==> src/rtl/dip_chain_reader.sv <==
// Reader for a chain of 74HC165-style PISO registers: drives LOAD_N/SCLK,
// deserialises WIDTH bits per frame and debounces over STABLE_FRAMES frames.
module dip_chain_reader #(
  parameter int WIDTH         = 16,
  parameter int DIV           = 2,
  parameter int STABLE_FRAMES = 2,
  parameter bit MSB_FIRST     = 1'b1,
  parameter bit AUTO          = 1'b1
) (
  input  logic             i_CLK,
  input  logic             i_RESET,
  input  logic             i_START,
  input  logic             i_Data,
  output logic             o_SCLK,
  output logic             o_LOAD_N,
  output logic [WIDTH-1:0] o_DIP,
  output logic             o_VALID,
  output logic             o_CHANGED,
  output logic             o_BUSY
);

  localparam int DIV_W = (DIV > 1) ? $clog2(DIV) : 1;
  localparam int BIT_W = $clog2(WIDTH);
  localparam int STB_W = $clog2(STABLE_FRAMES + 1);

  typedef enum logic [1:0] {IDLE, LOAD, SHIFT, FRAME} state_t;

  state_t           state, state_next;
  logic [DIV_W-1:0] div_cnt;
  logic             tick;
  logic             half, half_next;
  logic [BIT_W-1:0] bit_idx;
  logic [BIT_W-1:0] place;
  logic [WIDTH-1:0] shift_reg;
  logic [WIDTH-1:0] prev_frame;
  logic             prev_valid;
  logic [STB_W-1:0] stable_cnt, cnt_next;

  assign tick  = (div_cnt == DIV_W'(DIV - 1));
  assign place = MSB_FIRST ? (BIT_W'(WIDTH - 1) - bit_idx) : bit_idx;

  // half marks the second DIV-clock half of a LOAD period or of a bit period
  always_comb begin
    state_next = state;
    half_next  = half;
    case (state)
      IDLE:  if (AUTO || i_START) state_next = LOAD;
      LOAD:  if (tick) begin
               half_next = ~half;
               if (half) state_next = SHIFT;
             end
      SHIFT: if (tick) begin
               half_next = ~half;
               if (half && bit_idx == BIT_W'(WIDTH - 1)) state_next = FRAME;
             end
      FRAME: state_next = AUTO ? LOAD : IDLE;
      default: state_next = IDLE;
    endcase
  end

  // The very first frame after reset has nothing to compare against
  always_comb begin
    cnt_next = STB_W'(1);
    if (prev_valid && shift_reg == prev_frame)
      cnt_next = (stable_cnt == STB_W'(STABLE_FRAMES)) ? stable_cnt
                                                       : stable_cnt + STB_W'(1);
  end

  always_ff @(posedge i_CLK) begin
    if (!i_RESET) begin
      state      <= IDLE;
      half       <= 1'b0;
      div_cnt    <= '0;
      bit_idx    <= '0;
      shift_reg  <= '0;
      prev_frame <= '0;
      prev_valid <= 1'b0;
      stable_cnt <= '0;
      o_DIP      <= '0;
      o_SCLK     <= 1'b0;
      o_LOAD_N   <= 1'b1;
      o_VALID    <= 1'b0;
      o_CHANGED  <= 1'b0;
      o_BUSY     <= 1'b0;
    end else begin
      state     <= state_next;
      half      <= half_next;
      o_SCLK    <= (state_next == SHIFT) && half_next;
      o_LOAD_N  <= (state_next != LOAD);
      o_BUSY    <= (state_next != IDLE);
      o_VALID   <= 1'b0;
      o_CHANGED <= 1'b0;

      if (state_next != state || tick) div_cnt <= '0;
      else                             div_cnt <= div_cnt + DIV_W'(1);

      if (state == LOAD) bit_idx <= '0;

      // Sample before the rising SCLK edge, advance the index on the falling one
      if (state == SHIFT && tick) begin
        if (!half) shift_reg[place] <= i_Data;
        else       bit_idx <= bit_idx + BIT_W'(1);
      end

      if (state == FRAME) begin
        prev_frame <= shift_reg;
        prev_valid <= 1'b1;
        stable_cnt <= cnt_next;
        if (cnt_next == STB_W'(STABLE_FRAMES)) begin
          o_DIP     <= shift_reg;
          o_VALID   <= 1'b1;
          o_CHANGED <= (shift_reg != o_DIP);
        end
      end
    end
  end

endmodule
==> config.mk <==
export PLATFORM = sky130hd
export DESIGN_NAME = dip_chain_reader
export DESIGN_NICKNAME = d
export VERILOG_FILES = /design/src/rtl/dip_chain_reader.sv
export SDC_FILE = /design/constraint.sdc
export NUM_CORES = 1
export LEC_CHECK = 0
export ABC_AREA = 1
export CORE_ASPECT_RATIO = 0.7
export CORE_MARGIN = 10
export CORE_UTILIZATION = 55
export CTS_BUF_LIST = sky130_fd_sc_hd__clkbuf_16
export DETAILED_ROUTE_END_ITERATION = 12
export DONT_BUFFER_PORTS = 1
export HOLD_SLACK_MARGIN = 0.05
export PLACE_DENSITY = 0.66
export SYNTH_ARGS = -nofsm -noshare
export SYNTH_HDL_FRONTEND = slang
export SYNTH_SLANG_ARGS = --single-unit
==> constraint.sdc <==
create_clock -name i_CLK -period 2.2 [get_ports i_CLK]
set_clock_uncertainty 0.2 [all_clocks]
set_input_delay 0.22 -clock i_CLK [delete_from_list [all_inputs] [get_ports i_CLK]]
set_output_delay 0.22 -clock i_CLK [all_outputs]
set_load 0.03 [all_outputs]
Word level (Yosys, flattened, before mapping)
Index checks and enable logic that the tools add are counted.

cells by class
  add/sub/neg operators = 4
  order comparisons = 2
  equality and inequality tests = 11
  multiplexer cells = 16
  bitwise logic cells = 2
  reductions and logical operators = 15

operator list
  cell                 count
  $bwmux 16            1
  $eq 16x16->1         1
  $ne 16x16->1         1
  $mux 2               6
  $mux 4               3
  $eq 2x2->1 const B   5
  $pmux 2 s3           1
  $reduce_and 2->1     3
  $reduce_or 2->1      3
  $logic_and 1x1->1    5
  $lt 4x5->1 const B   1
  $add 4x1->4 const B  1
  $demux 1 s4          1
  $eq 4x4->1 const B   1
  $ge 4x1->1 const B   1
  $mux 1               4
  $sub 4x4->4 const A  1
  $reduce_and 3->1     1
  $add 2x1->2 const B  1
  $eq 2x1->1 const B   1
  $logic_not 2->1      1
  $ne 2x1->1 const B   1
  $ne 2x2->1           1
  $not 1->1            2
  3 further kinds      3

word-level totals
  register bits after elaboration = 64
  output and inout bits = 21

Depth between registers and ports, before layout
Gate-level depths: netlist of the first run.

  depth in word-level cells = 8
  gate-level depth with buffers = 12
  gate-level depth less buffers = 11

Worst setup path before layout of the first run
Ideal clock, no wire load.

  kind = reg-to-reg
  start point = register state[1]
  end point = register o_DIP[5]
  library setup time = 62 ps
  arrival = 1425 ps
  slack = 513 ps
  stages on the path, launching flop included = 10
  period minus slack after synthesis = 1687 ps
  cells stage by stage = dfxtp_1 ha_1 buf_2 inv_1 nor2_4 inv_1 nor2_4 buf_6 nor2_1 nor2_2

on the way
  longest elaborated chain between the ends = 2

ends and longest elaborated chain
  element                            RTL line  source
  start: declaration                 28        state_t state, state_next;
  start signal: assignment           86        state <= state_next;
  $eq 2x2->1                         105       if (state == FRAME) begin
  $reduce_and 2->1 (no source line)  --
  end signal: assignment             110       o_DIP <= shift_reg;
  end: declaration                   16        output logic [WIDTH-1:0] o_DIP,

Every way passes these cells.
A chain may end at the register's enable or synchronous reset.

Worst setup path after layout of the first run
  start point = register state[0]
  end point = register shift_reg[1]

on the way
  longest elaborated chain between the ends = 3

ends and longest elaborated chain
  element                            RTL line  source
  $eq 2x2->1                         100       if (state == SHIFT && tick) begin
  $logic_and 1x1->1                  100
  $reduce_and 2->1 (no source line)  --
  end signal: indexed assignment     101       if (!half) shift_reg[place] <= i_Data;
  end: declaration                   34        logic [WIDTH-1:0] shift_reg;

Every way passes these cells.

==> results of run 1 <==
-- logic make-up (layout without fill, tap and decap cells) --
kind of cell / count (synthesis) / in the layout
buf+inv: 76 / 91
fa+ha+maj: 8 / 8
compound gates: 91 / 91
flops: 64 / 64
simple gates: 207 / 207
xor+xnor: 16 / 16
-- routing by layer --
metal,vias to the layer above,global-route usage
met5,-,0
met4,0,0.06286
met3,11,0.05046
met2,87,0.2429
met1,1378,0.2588
li1,1532,-
-- synthesized netlist by cell type, drive strengths merged --
master	number
nand2	89
dfxtp	64
nor2	63
inv	57
o21ai	45
a21oi	41
nand4	24
nand3	19
xnor2	13
clkbuf	11
ha	8
buf	7
or2	5
xor2	3
a31oi	2
nand3b	2
nor3	2
nor3b	2
a211oi	1
a221oi	1
clkinv	1
nor2b	1
o211ai	1
-- per-stage QoR --
| stage | setup slack [ns] | hold slack, ns |
|---|---|---|
| 2_1_floorplan | 0.5134 | 0.2163 |
| 3_3_place_gp | 0.2085 | 0.1501 |
| 3_5_place_dp | 0.1344 | 0.1530 |
| 4_1_cts | 0.1241 | 0.1615 |
| 5_1_grt | -0.02348 | 0.2577 |
| 6_report | 0.1577 | 0.1784 |
-- report_power, final --
part	internal (mW)	total, mW	leakage [nW]	switching [mW]
sequential	1.26	1.38	0.517	0.116
clock	0.971	1.44	0.161	0.471
combinational	0.228	0.686	0.867	0.458
-- cell type report --
class / count / area share
multi-input combinational: 322 / 0.4453
sequential: 64 / 0.3436
clock buffer: 9 / 0.06040
inverter: 58 / 0.05839
timing repair buffer: 17 / 0.04564
tap: 75 / 0.02517
clock inverter: 7 / 0.02148
-- what timing repair did --
item | in CTS | in global routing
buffers inserted | 0 | 2
hold buffers | 3 | 0
endpoints found under the setup margin | 0 | 22
endpoints found under the hold margin | 56 | 0
-- critical path, stage by stage (launching register included) --
cell	delay, ns
dfxtp_1	0.36
inv_1	0.13
ha_1	0.26
nand2_1	0.09
nor2_1	0.21
nand2_1	0.22
inv_1	0.20
nand3_1	0.12
a21oi_1	0.17
-- worst max path at each step --
stage | to | slack, ns | cells after the start
floorplan | o_DIP[5]$_SDFFE_PN0P_ | 0.51 | 9
global route | shift_reg[3]$_SDFFE_PN0P_ | -0.02 | 8
CTS | o_DIP[5]$_SDFFE_PN0P_ | 0.12 | 11
global placement | o_DIP[5]$_SDFFE_PN0P_ | 0.21 | 11
detailed placement | o_DIP[14]$_SDFFE_PN0P_ | 0.13 | 11
finish | shift_reg[1]$_SDFFE_PN0P_ | 0.16 | 8
==> results.cfg, run 1 <==
[place]
dp.cells = 531
gp_congestion = 0.8802
place_area_sq_um = 3343
port_buffers = 0
dpl.hpwl_microns = 6052

[cells_and_area]
area_growth_pct = 14.79
finish.utilization = 0.6511
most-common-layout-cells = 88 x nand2_1, 64 x dfxtp_1, 56 x nor2_1
layout-drive-gt1-share = 0.1069
ff_latch_area_sq_um = 1281
fin_area_sq_um = 3729
n_antenna_cell = 0
finalNonFillerCells = 552
multiInputGateArea_sq_um = 1660
nNetsFinal = 484
layout_commonest_cell = nand2_1
fillers = 518

[critical_path]
arrival_ns = 2.09
r2r_cells = 8
crit_required_ns = 2.25
reg2reg_setup_slack_ns = 0.16
r2r_start = state[0]$_SDFF_PN0_
r2r-end = shift_reg[1]$_SDFFE_PN0P_
end_kind = flop
cp-startpoint = state[0]$_SDFF_PN0_
critPathMaxFanout = 5
crit_type = reg -> reg
cp-start-kind = flop

[logic_synthesis]
ys_seq_area_frac = 0.3945
synthesis.nets = 474
avgSynthCellArea_sq_um = 7.031
syn_area_sq_um = 3248
synth_top_family_by_area = simple AND/OR/NAND/NOR gates
netlist_instances = 462
yosysWarningCount = 0
synth_mux_area_frac = 0
synthSimpleGateAreaFrac = 0.2935
yosys.area.top_type = dfxtp_1
synth_compound_area_frac = 0.1437
synthAdderAreaFrac = 0.03082
ys_types = 30
synth_area_leaders = dfxtp_1 39%, nand2_1 10%, o21ai_0 6.9%
synth_xor_xnor_area_share = 0.04314
yosysTopAreaCellShare = 0.3945
ys_seq_elements = 64

[power]
p_per_area_nw_per_um2 = 940.3
total_power_mw = 3.506
max-vdd-ir-drop_mv = 0.4110
p_leak_nw = 1.545

[worst_hold_path]
holdPathStages = 2
hp-start = i_RESET
min_to = half$_SDFF_PN0_
hp-class = in -> reg

[clock_network]
clock_path_buffers = 2
clk_pin_slew_ns = 0.05
clock_latency_ns = 0.32
cts_resized = 0
cts_root_buffer = clkbuf_16
cts-htree-levels = 3
clock-sinks = 64
cts_tree = done
numCtsBuffers = 9

[route]
firstDrtPassIters = 5
wirelength_microns = 8293
drt-vias-per-instance = 5.449
drt_drc_violations_left = 0
wl_per_cell_microns = 15.02
dr_total_vias = 3008
dr_wl_met2_microns = 3363
wl_met1_microns = 4209
ant_nets = 0
top_layer_used = met4
drt_iter0_drc = 271
routed-wl-met3_microns = 609

[sta]
rsz0062_at_grt = yes
fmax_ghz = 0.4896
tightest_slew_ns = 0.6888
setup_viol = 0
slew_headroom = 0.5403
finalSetupTns_ns = 0
period_minus_slack_ns = 2.042
final_max_slew_viol_count = 0
report.final.hold_viol_count = 0
fin_crit_sh = 0.9283

[floorplan]
start_util = 0.5672
io_pins = 25
coreArea_sq_um = 5727
rows = 23
fp.dieArea_sq_um = 9428
die-width_microns = 111.9
die_y_microns = 84.30

[global_route]
grt_use_total = 0.1789
grt_antenna_before_repair = 0
grt_max_degree = 40
first_global_vias = 2759
grt_pass1_wl_microns = 14060
grt.overflow.total = 0

[status]
status = finished clean

[run]
drv_cap = 0
No activity file was read; power rests on OpenSTA's default activity.
==> run 2: changes to the inputs <==
ABC_CLOCK_PERIOD_IN_PS = 2200   (was default)
CORE_UTILIZATION = 47   (was 55)
PLACE_DENSITY = 0.58   (was 0.66)
==> run 2 against run 1 <==
Sequential power about the same; worst hold slack worse by 0.0089 ns; wire length up 4.0%; die area up 13%; count of clock-buffer cells in the layout unchanged; register-to-register slack better by 0.03 ns; critical endpoint is now shift_reg[0]$_SDFFE_PN0P_.
==> results.cfg, run 2 (synthesized netlist as in run 1, its figures left out) <==
[place]
dpl.hpwl_microns = 6287
dp.cells = 550
gp_congestion = 0.9261
place_ws_ns = 0.1945
port_buffers = 0

[critical_path]
r2r_start = state[0]$_SDFF_PN0_
crit_path_max_incr_delay_ns = 0.35
r2r_cells = 8
cp-start-kind = flop
worstPathCellList = inv_1 -> ha_1 -> nand2_1 -> nor2_2 -> nand2_1 -> inv_1 -> nand3_1 -> a21oi_1
end_kind = flop
r2r-end = shift_reg[0]$_SDFFE_PN0P_
crit_type = reg -> reg
crit_path_end = shift_reg[0]$_SDFFE_PN0P_
cp-startpoint = state[0]$_SDFF_PN0_
crit_required_ns = 2.25
reg2reg_setup_slack_ns = 0.19
arrival_ns = 2.07
critPathMaxFanout = 5
cp_slowest_cell = dfxtp_1

[global_route]
grt_use_total = 0.1686
grt.overflow.total = 0
grt_pass1_wl_microns = 14300
grt_antenna_before_repair = 0
first_global_vias = 2680
grt_max_degree = 40

[floorplan]
io_pins = 25
die-width_microns = 119.4
coreArea_sq_um = 6725
fp.dieArea_sq_um = 10690
die_y_microns = 89.56
start_util = 0.4830
rows = 25

[sta]
finalSetupTns_ns = 0
slew_headroom = 0.5469
fmax_ghz = 0.4964
setup_viol = 0
final_max_slew_viol_count = 0
holdWs_ns = 0.1694
report.final.hold_viol_count = 0
period_minus_slack_ns = 2.015
fin_crit_sh = 0.9157
tightest_slew_ns = 0.6789
finalWorstSetupSlack_ns = 0.1854
rsz0062_at_grt = no

[worst_hold_path]
hp-class = in -> reg

[status]
status = finished clean

[route]
ant_nets = 0
dr_total_vias = 2979
drt_iter0_drc = 274
drt-vias-per-instance = 5.226
firstDrtPassIters = 5
wl_per_cell_microns = 15.13
wirelength_microns = 8626
drt_drc_violations_left = 0

[clock_network]
numCtsBuffers = 9
clock-sinks = 64
cts_root_buffer = clkbuf_16
cts_tree = done
cts-htree-levels = 3
clock_latency_ns = 0.33
clock_path_buffers = 2
clk_pin_slew_ns = 0.06

[run]
drv_cap = 0

[power]
max-vdd-ir-drop_mv = 0.4487
p_leak_nw = 1.536
p_per_area_nw_per_um2 = 953.6

[cells_and_area]
multiInputGateArea_sq_um = 1665
ff_latch_area_sq_um = 1281
layout_commonest_cell = nand2_1
nNetsFinal = 483
finalNonFillerCells = 570
layout-drive-gt1-share = 0.1155
most-common-layout-cells = 87 x nand2_1, 64 x dfxtp_1, 55 x nor2_1
fillers = 673
n_antenna_cell = 0
area_growth_pct = 15.60
-- run 2: worst min-delay path by stage --
stage / slack (ns) / depth (start not counted) / endpoint / from
final: 0.17 / 2 / state[1]$_SDFF_PN0_ / i_RESET
after global placement: 0.15 / 2 / bit_idx[3]$_SDFF_PN0_ / i_RESET
after global routing: 0.21 / 2 / state[1]$_SDFF_PN0_ / i_RESET
after detailed placement: 0.15 / 2 / bit_idx[3]$_SDFF_PN0_ / i_RESET
after floorplan: 0.22 / 2 / o_SCLK$_SDFF_PN0_ / i_RESET
after CTS: 0.16 / 2 / state[1]$_SDFF_PN0_ / i_RESET
-- run 2: final cells by class --
type                            count  share of cell area
Tap cell                           94             0.03132
Inverter                           58             0.05798
Multi-Input combinational cell    322              0.4435
Clock buffer                        9             0.05998
Clock inverter                      7             0.02599
Sequential cell                    64              0.3412
Timing Repair Buffer               16             0.03999
-- run 2: routing by layer --
| metal | routed length, microns | vias to the layer above | track usage |
|---|---|---|---|
| met5 | 0 | - | 0 |
| met4 | 64 | 0 | 0.04258 |
| met3 | 678 | 8 | 0.05300 |
| met2 | 3406 | 82 | 0.2364 |
| met1 | 4476 | 1364 | 0.2415 |
| li1 | - | 1525 | - |
-- run 2: critical path: cells and delay by family (launching register included) --
| family | cells | cell delay [ns] |
|---|---|---|
| and+or+nand+nor | 4 | 0.61 |
| buffers and inverters | 2 | 0.35 |
| DFF | 1 | 0.35 |
| adders and majority gates | 1 | 0.27 |
| AOI/OAI and AO/OA | 1 | 0.16 |
-- run 2: where the power goes --
group          internal (mW)  total, mW  switching (mW)  leakage [nW]
Clock                  0.992       1.53           0.535         0.157
Combinational          0.229      0.678           0.449         0.861
Sequential              1.26       1.38           0.115         0.517
-- run 2: through the flow --
| stage | util | instance area [sq um] | total power, mW |
|---|---|---|---|
| final | 0.5583 | 3755 | 3.581 |
| after global routing | 0.5583 | 3755 | 3.766 |
| after CTS | 0.5546 | 3730 | 3.590 |
| after detailed placement | 0.5007 | 3367 | 2.034 |
| after global placement | 0.5007 | 3367 | 2.023 |
| after floorplan | - | 3248 | 1.900 |
-- run 2: what timing repair did --
action	CTS	global route
endpoints found under the hold margin	56	0
gates resized for setup	0	2
hold buffers	3	0
buffers inserted	0	1
setup endpoints to repair	0	17
